===== src/rtl/surv_buffer_pkg.sv =====
// Shared Viterbi sizing: constraint length / traceback depth defaults and the
// derived widths used by the ACS, survivor buffer and traceback blocks.
package surv_buffer_pkg;

  localparam int unsigned K_DEF = 4;
  localparam int unsigned D_DEF = 6;

  function automatic int unsigned m_of(input int unsigned k);
    return k - 1;
  endfunction

  function automatic int unsigned s_of(input int unsigned k);
    return 1 << (k - 1);
  endfunction

  function automatic int unsigned aw_of(input int unsigned d);
    return $clog2(d);
  endfunction

  function automatic int unsigned fw_of(input int unsigned d);
    return $clog2(d + 1);
  endfunction

endpackage


===== src/rtl/surv_buffer_ram.sv =====
// Survivor storage: D rows of S decision bits, sync write, async bit read.
module surv_ram
  import surv_buffer_pkg::*;
#(
  parameter int unsigned D  = D_DEF,
  parameter int unsigned S  = s_of(K_DEF),
  parameter int unsigned AW = aw_of(D_DEF),
  parameter int unsigned M  = m_of(K_DEF)
) (
  input  logic          clk,
  input  logic          rst_n,
  input  logic          wr_en,
  input  logic [AW-1:0] wr_addr,
  input  logic [S-1:0]  wr_data,
  input  logic [AW-1:0] rd_addr,
  input  logic [M-1:0]  rd_sel,
  output logic          rd_bit_c
);

  logic [S-1:0] mem [D];

  always_ff @(posedge clk or negedge rst_n) begin
    if (!rst_n) begin
      mem <= '{default: '0};
    end else if (wr_en) begin
      mem[wr_addr] <= wr_data;
    end
  end

  // Row indices beyond the populated depth read as zero.
  always_comb begin
    rd_bit_c = 1'b0;
    if (32'(rd_addr) < D) begin
      rd_bit_c = mem[rd_addr][rd_sel];
    end
  end

endmodule


===== src/rtl/surv_buffer.sv =====
// Survivor buffer: accepts ACS decision rows into a circular store and
// triggers one traceback per row once D rows are held.
module surv_buffer
  import surv_buffer_pkg::*;
#(
  parameter int unsigned K = K_DEF,
  parameter int unsigned D = D_DEF,
  localparam int unsigned M  = m_of(K),
  localparam int unsigned S  = s_of(K),
  localparam int unsigned AW = aw_of(D),
  localparam int unsigned FW = fw_of(D)
) (
  input  logic          clk,
  input  logic          rst_n,
  input  logic          clr,
  input  logic          surv_valid,
  input  logic [S-1:0]  surv_row,
  output logic          surv_ready,
  output logic [AW-1:0] wr_ptr,
  output logic [FW-1:0] fill,
  output logic          tb_start,
  input  logic          tb_done,
  input  logic [AW-1:0] tb_time,
  input  logic [M-1:0]  tb_state,
  output logic          tb_surv_bit
);

  typedef enum logic {
    ACCEPT = 1'b0,
    WAIT   = 1'b1
  } state_e;

  state_e        state_q, state_d;
  logic [AW-1:0] wr_ptr_q, wr_ptr_d;
  logic [FW-1:0] fill_q, fill_d;
  logic          tb_start_q, tb_start_d;
  logic          accept_c;

  always_ff @(posedge clk or negedge rst_n) begin
    if (!rst_n) begin
      state_q    <= ACCEPT;
      wr_ptr_q   <= '0;
      fill_q     <= '0;
      tb_start_q <= 1'b0;
    end else begin
      state_q    <= state_d;
      wr_ptr_q   <= wr_ptr_d;
      fill_q     <= fill_d;
      tb_start_q <= tb_start_d;
    end
  end

  // Clear outranks both a pending row and a traceback completion.
  always_comb begin
    state_d    = state_q;
    wr_ptr_d   = wr_ptr_q;
    fill_d     = fill_q;
    tb_start_d = 1'b0;
    accept_c   = 1'b0;
    if (clr) begin
      state_d  = ACCEPT;
      wr_ptr_d = '0;
      fill_d   = '0;
    end else begin
      case (state_q)
        ACCEPT: begin
          if (surv_valid) begin
            accept_c = 1'b1;
            wr_ptr_d = (wr_ptr_q == AW'(D - 1)) ? '0 : wr_ptr_q + AW'(1);
            fill_d   = (fill_q == FW'(D)) ? fill_q : fill_q + FW'(1);
            // A full window after this write means a traceback is due.
            if (fill_d == FW'(D)) begin
              tb_start_d = 1'b1;
              state_d    = WAIT;
            end
          end
        end
        WAIT: begin
          if (tb_done) begin
            state_d = ACCEPT;
          end
        end
        default: state_d = ACCEPT;
      endcase
    end
  end

  surv_ram #(
    .D  (D),
    .S  (S),
    .AW (AW),
    .M  (M)
  ) u_ram (
    .clk      (clk),
    .rst_n    (rst_n),
    .wr_en    (accept_c),
    .wr_addr  (wr_ptr_q),
    .wr_data  (surv_row),
    .rd_addr  (tb_time),
    .rd_sel   (tb_state),
    .rd_bit_c (tb_surv_bit)
  );

  assign surv_ready = (state_q == ACCEPT);
  assign wr_ptr     = wr_ptr_q;
  assign fill       = fill_q;
  assign tb_start   = tb_start_q;

endmodule


===== config.mk =====
export PLATFORM = sky130hd
export DESIGN_NAME = surv_buffer
export DESIGN_NICKNAME = d
export VERILOG_FILES = /design/src/rtl/surv_buffer_pkg.sv /design/src/rtl/surv_buffer_ram.sv /design/src/rtl/surv_buffer.sv
export SDC_FILE = /design/constraint.sdc
export NUM_CORES = 1
export LEC_CHECK = 0
export CELL_PAD_IN_SITES_DETAIL_PLACEMENT = 0
export CELL_PAD_IN_SITES_GLOBAL_PLACEMENT = 1
export CORE_AREA = 4 4 86 88
export DETAILED_ROUTE_END_ITERATION = 7
export DIE_AREA = 0 0 90 92
export GPL_ROUTABILITY_DRIVEN = 0
export HOLD_SLACK_MARGIN = 0.05
export PLACE_DENSITY_LB_ADDON = 0.1
export SYNTH_ARGS = -nofsm -noshare
export SYNTH_HDL_FRONTEND = slang
export SYNTH_SLANG_ARGS = --single-unit
export TNS_END_PERCENT = 1

===== constraint.sdc =====
create_clock -name clk -period 1.4 [get_ports clk]
set_input_delay 0.21 -clock clk [delete_from_list [all_inputs] [get_ports clk]]
set_output_delay 0.21 -clock clk [all_outputs]
set_load 0.02 [all_outputs]

# Word-level counts from Yosys, hierarchy flattened
# Cells that the tools add are included.
totals:
  ff_bits: 56
  input_bits: 19
  out_inout_bits: 9
  wordCells: 54
classes:
  add_sub_neg: 2
  n_lt_le_gt_ge: 5
  eq_ne: 4
  mux: 27
  bitwise: 3
  reduce_logical: 3
ops:
  columns: ["operator", "n"]
  rows:
  - ["48-bit bitwise mux", 1]
  - ["8-bit binary-select mux with 3-bit select", 1]
  - ["8-bit demux with 3-bit select", 1]
  - ["3-bit two-way mux", 8]
  - ["8-bit two-way mux", 3]
  - ["1-bit two-way mux", 11]
  - ["3-bit == test (second input constant)", 3]
  - ["4-bit greater-or-equal comparator (second input constant)", 2]
  - ["3-bit inverter with 4-bit output", 2]
  - ["3-bit by 1-bit adder with 3-bit output (second input constant)", 2]
  - ["3-bit by 4-bit less-than comparator with 1-bit output (second input constant)", 1]
  - ["4-bit by 1-bit less-than comparator with 1-bit output (second input constant)", 1]
  - ["1-bit binary-select mux with 3-bit select", 1]
  - ["3-bit less-than comparator (second input constant)", 1]
  - ["2-bit != test (second input constant)", 1]
  - ["1-bit case mux with 2 select lines", 1]
  - ["2-bit AND reduction", 1]
  - ["2-bit nonzero test", 1]
  - ["1-bit logical AND", 1]
  - ["1-bit inverter", 1]

# Logic depth before layout (Yosys ltp)
depth:
  word_depth: 7
  mapped_depth: 7
  mapped_depth_nobuf: 6

# By module
# From an unflattened synthesis, not the netlist that was laid out.
unflattened:
  hier_cells: 204
  hier_area_um2: 2766.4
by_module_without_submodules:
  columns: ["mod", "instances", "cells_per_inst", "area_per_inst_um2", "seq_area_each_um2"]
  rows:
  - ["surv_ram", 1, 160, 2327.2, 1201.2]
  - ["surv_buffer", 1, 44, 439.2, 200.2]

# Worst setup path before layout
# OpenSTA, ideal clock, no wires.
synth_timing:
  path_type: "input -> output"
  from: "in tb_state[0]"
  to: "out tb_surv_bit"
  arrival_ns: 1.420
  t_required_ns: 1.190
  path_slack_ns: -0.230
  stages: 7
  path_buffers: 2
  path_cell_list: "buf_6 > buf_12 > mux2i_1 > a32oi_1 > nand4_1 > a32oi_1 > a21boi_1"
synth_between:
  elab_chain_len: 3
synth_rtl:
  columns: ["item", "line", "source"]
  rows:
  - ["from (decl)", "surv_buffer.sv:24", "input logic [M-1:0] tb_state,"]
  - ["1-bit binary-select mux with 3-bit select", "surv_buffer_ram.sv:34", "rd_bit_c = mem[rd_addr][rd_sel];"]
  - ["1-bit two-way mux (not written as such)", "surv_buffer_ram.sv:34", null]
  - ["1-bit two-way mux", "surv_buffer_ram.sv:33", "if (32'(rd_addr) < D) begin"]
  - ["to (decl)", "surv_buffer.sv:25", "output logic tb_surv_bit"]
# No other way between the ends. The select of a mux whose other input is x is not followed.

# Worst setup path after layout
layout_timing:
  from: "reg u_ram.mem[3] in the netlist's numbering"
  to: "out tb_surv_bit"
layout_between:
  elab_chain_len: 6
layout_rtl:
  columns: ["item", "line", "source"]
  rows:
  - ["from (decl)", "surv_buffer_ram.sv:20", "logic [S-1:0] mem [D];"]
  - ["from (signal, indexed assignment)", "surv_buffer_ram.sv:26", "mem[wr_addr] <= wr_data;"]
  - ["8-bit binary-select mux with 3-bit select", "surv_buffer_ram.sv:34", null]
  - ["8-bit two-way mux (not written as such) (2 in a row)", "surv_buffer_ram.sv:34", null]
  - ["1-bit binary-select mux with 3-bit select", "surv_buffer_ram.sv:34", null]
  - ["1-bit two-way mux (not written as such)", "surv_buffer_ram.sv:34", null]
  - ["1-bit two-way mux", "surv_buffer_ram.sv:33", null]
# No other way between the ends. The select of a mux whose other input is x is not followed.

==> flow_summary_export.csv <==
group,metric,value,unit
yosys,async_reset_ff_share,100.0,%
yosys,synth_warnings,0,
detailed_routing,antenna_left,0,
layout,area_growth,27.52,%
floorplanning,fp.coreArea,6644,sq um
clock_network,cts.clk_slew.worst_paths,0.09,ns
power_and_ir_drop,p_leak,1.651,nW
placed_design,portBuffers,27,
floorplanning,fp.dieH,92,um
layout,fin_util,52.02,%
sta,rsz0062_at_grt,"true",
sta,skew,0.008366,ns
yosys,synthTopCellsByCount,"56 x dfrtp_1, 48 x mux2_1, 22 x mux2i_1",
placed_design,preCtsSetupSlack,-1.190,ns
worst_setup_path,crit_path_cell_trace,"mux4_2 > a2bb2oi_2 > nand4_1 > a32oi_1 > a21boi_4 > buf_6",
floorplanning,dieWidth,90,um
layout,nets,281,
yosys,synth_ff_type,"dfrtp_1",
yosys,synthCells,203,
sta,fin_crit,1.949,ns
clock_network,clkSinkCount,56,
clock_network,htree_levels,2,
grt,grt_pass1_wl,10.46,mm
worst_setup_path,crit_type,"flip-flop to output pin",
power_and_ir_drop,p_int,2.670,mW
clock_network,cts_made_buffers,5,
yosys,synth_top_cell_area_share,51.71,%
sta,fmax,513.1,MHz
grt,met2_usage,27.32,%
placed_design,hpwl,4.473,mm
placed_design,dp.cells,330,
yosys,synth-edff-count,0,
grt,grt.met3_usage,3.610,%
layout,fin_cells,340,
layout,multiInputGateArea,1323,sq um
detailed_routing,wl_per_cell,18.18,um
floorplanning,rows,30,
layout,fillers,585,
sta,fin_ws,-0.5489,ns
yosys,synth_top_area_cell,"dfrtp_1",
sta,slew_headroom,76.21,%
worst_setup_path,cp_data_arrival_time,1.74,ns
detailed_routing,drcViolationCount,0,
grt,grt_overflow,0,
outcome,violations,"negative setup slack",
power_and_ir_drop,p_switching,1.027,mW
outcome,status,"complete, but fails checks",
grt,grt_use_met1,20.71,%
sta,worst_slew_pin_slew,0.3561,ns
layout,register_area,1406,sq um
job,max-cap-violations,0,
yosys,synth_area_leaders,"dfrtp_1 52%, mux2_1 20%, mux2i_1 8.1%",
power_and_ir_drop,power_density,1070,nW/um^2
hold_path,min_path_type,"input pin to asynchronous set/reset pin",
layout,diodes,0,
worst_setup_path,critPathMaxStageDelay,0.48,ns
power_and_ir_drop,combPwrFrac,21.1,%
worst_setup_path,startpoint_type,"flip-flop",
worst_setup_path,cp_slowest_cell,"mux4_2",
clock_network,cts_max_path_buffers,2,
yosys,syn_area,2710,sq um
floorplanning,io_pins,28,
clock_network,clk_latency,0.31,ns
sta,setup_viol_count_final,18,
floorplanning,start_util,40.79,%
detailed_routing,drt_wl_total,6.181,mm
grt,grt-busiest-layer,"met2",
sta,period_share,139.2,%
grt,track_usage,16.15,%
power_and_ir_drop,ir_drop,0.0004415,V
sta,slew_viol_final,0,
yosys,ys_types,37,
sta,hold_violations,0,
worst_setup_path,endpoint_kind,"output pin",
yosys,synth_fp_nets,224,
clock_network,ctsRootBufferMaster,"clkbuf_8",
detailed_routing,vias,1833,
grt,grt_pass1_vias,2029,
grt,grt_antenna_before_repair,0,
clock_network,tritoncts,"built",
power_and_ir_drop,switching_share,27.78,%
yosys,ys_ff_latch,56,
layout,layout-drive-gt1-share,26.92,%
yosys,yosysSeqAreaShare,51.71,%
power_and_ir_drop,p_total,3.697,mW
power_and_ir_drop,seqPwrFrac,56.0,%
grt,grt_max_degree,57,
yosys,synth_most_common_cell,"dfrtp_1",
power_and_ir_drop,p_clk_share,22.9,%
worst_setup_path,worstPathRequired,1.19,ns
floorplanning,dieArea,8280,sq um
sta,whs,0.4302,ns
worst_setup_path,cp_max_fo,2,
detailed_routing,routed_via_density,5.391,
detailed_routing,first_pass_iters,4,
detailed_routing,drtIter0Drc,36,
yosys,avgSynthCellArea,13.35,sq um
-- layer usage --
| layer | wire [um] | part of all wire, % |
|---|---|---|
| met1 | 2712 | 44 |
| met2 | 3173 | 51 |
| met3 | 214 | 3.5 |
| met4 | 80 | 1.3 |
| met5 | 0 | 0 |
-- logic make-up (layout without fill, tap and decap cells) --
group / count (synthesis) / in the layout / synth area share [%]
mux: 71 / 71 / 28.90
flops: 56 / 56 / 51.71
simple gates: 40 / 40 / 9.280
compound gates: 21 / 21 / 5.725
buf+inv: 11 / 68 / 2.816
fa+ha+maj: 2 / 2 / 0.9232
xor+xnor: 2 / 2 / 0.6465
-- power groups by stage --
stage	combinational (mW)	clock, mW	sequential (mW)
2_1_floorplan	0.455	0	2.06
6_report	0.781	0.845	2.07
5_1_grt	0.865	0.936	2.10
3_3_place_gp	0.733	0	2.08
4_1_cts	0.793	0.859	2.07
3_5_place_dp	0.769	0	2.10
-- worst max-delay path: cells and delay by family (launching register included) --
| family | cells | cell delay [ns] |
|---|---|---|
| AO/OA/AOI/OAI | 3 | 0.35 |
| buffers and inverters | 1 | 0.13 |
| flip-flops | 1 | 0.40 |
| multiplexers | 1 | 0.48 |
| AND/OR/NAND/NOR | 1 | 0.08 |
-- repair_timing --
item	CTS	global route
setup endpoints to repair	57	55
endpoints found under the hold margin	56	0
resized for setup	29	15
pin swaps	5	0
setup buffers	1	0
hold buffers	1	0
cloned	1	0
-- registers in the layout, indices dropped and copies added, names as in the netlist --
| name | flops |
|---|---|
| wr_ptr | 3 |
| tb_start | 1 |
| u_ram.mem | 48 |
| fill | 3 |
| state_q | 1 |
-- worst paths after layout --
kind / start / endpoint / slack [ns] / cells past startpoint
worst max-delay path: u_ram.mem[3] / tb_surv_bit / -0.55 / 6
worst min-delay path: rst_n / u_ram.mem[10] / 0.43 / 3
worst max register to register: wr_ptr[2] / u_ram.mem[22] / -0.04 / 3
worst min register to register: u_ram.mem[40] / u_ram.mem[40] / 0.50 / 1
max in group asynchronous: rst_n / fill[1] / 0.70 / 3
min in group clk: clr / fill[0] / 0.43 / 3
-- cell usage in the layout (no fill, tap or decap), types with 5 or more instances in the layout --
cell | synthesis | layout
a21oi_1 | 7 | 7
a32oi_1 | 6 | 6
buf_4 | 0 | 26
clkbuf_8 | 0 | 5
clkdlybuf4s50_1 | 0 | 12
dfrtp_1 | 56 | 52
dlygate4sd2_1 | 0 | 7
mux2_1 | 48 | 48
mux2i_1 | 22 | 22
nor2_1 | 7 | 5
-- stage by stage --
stage	TNS (ns)	instance area, sq um
floorplan	-2.167	2750
global placement	-17.99	3292
detailed placement	-19.82	3292
CTS	-2.236	3441
global route	-3.107	3456
finish	-1.075	3456
-- final cells by class --
cell class                 count  share of cell area [%]
clock buffer                   6                   2.100
clock inverter                 1                  0.1448
inverter                       3                  0.3259
multi-input combinational    136                   38.27
sequential                    56                   40.70
tap                           80                   2.896
timing repair buffer          58                   15.57
(Power assumes the default switching activity.)
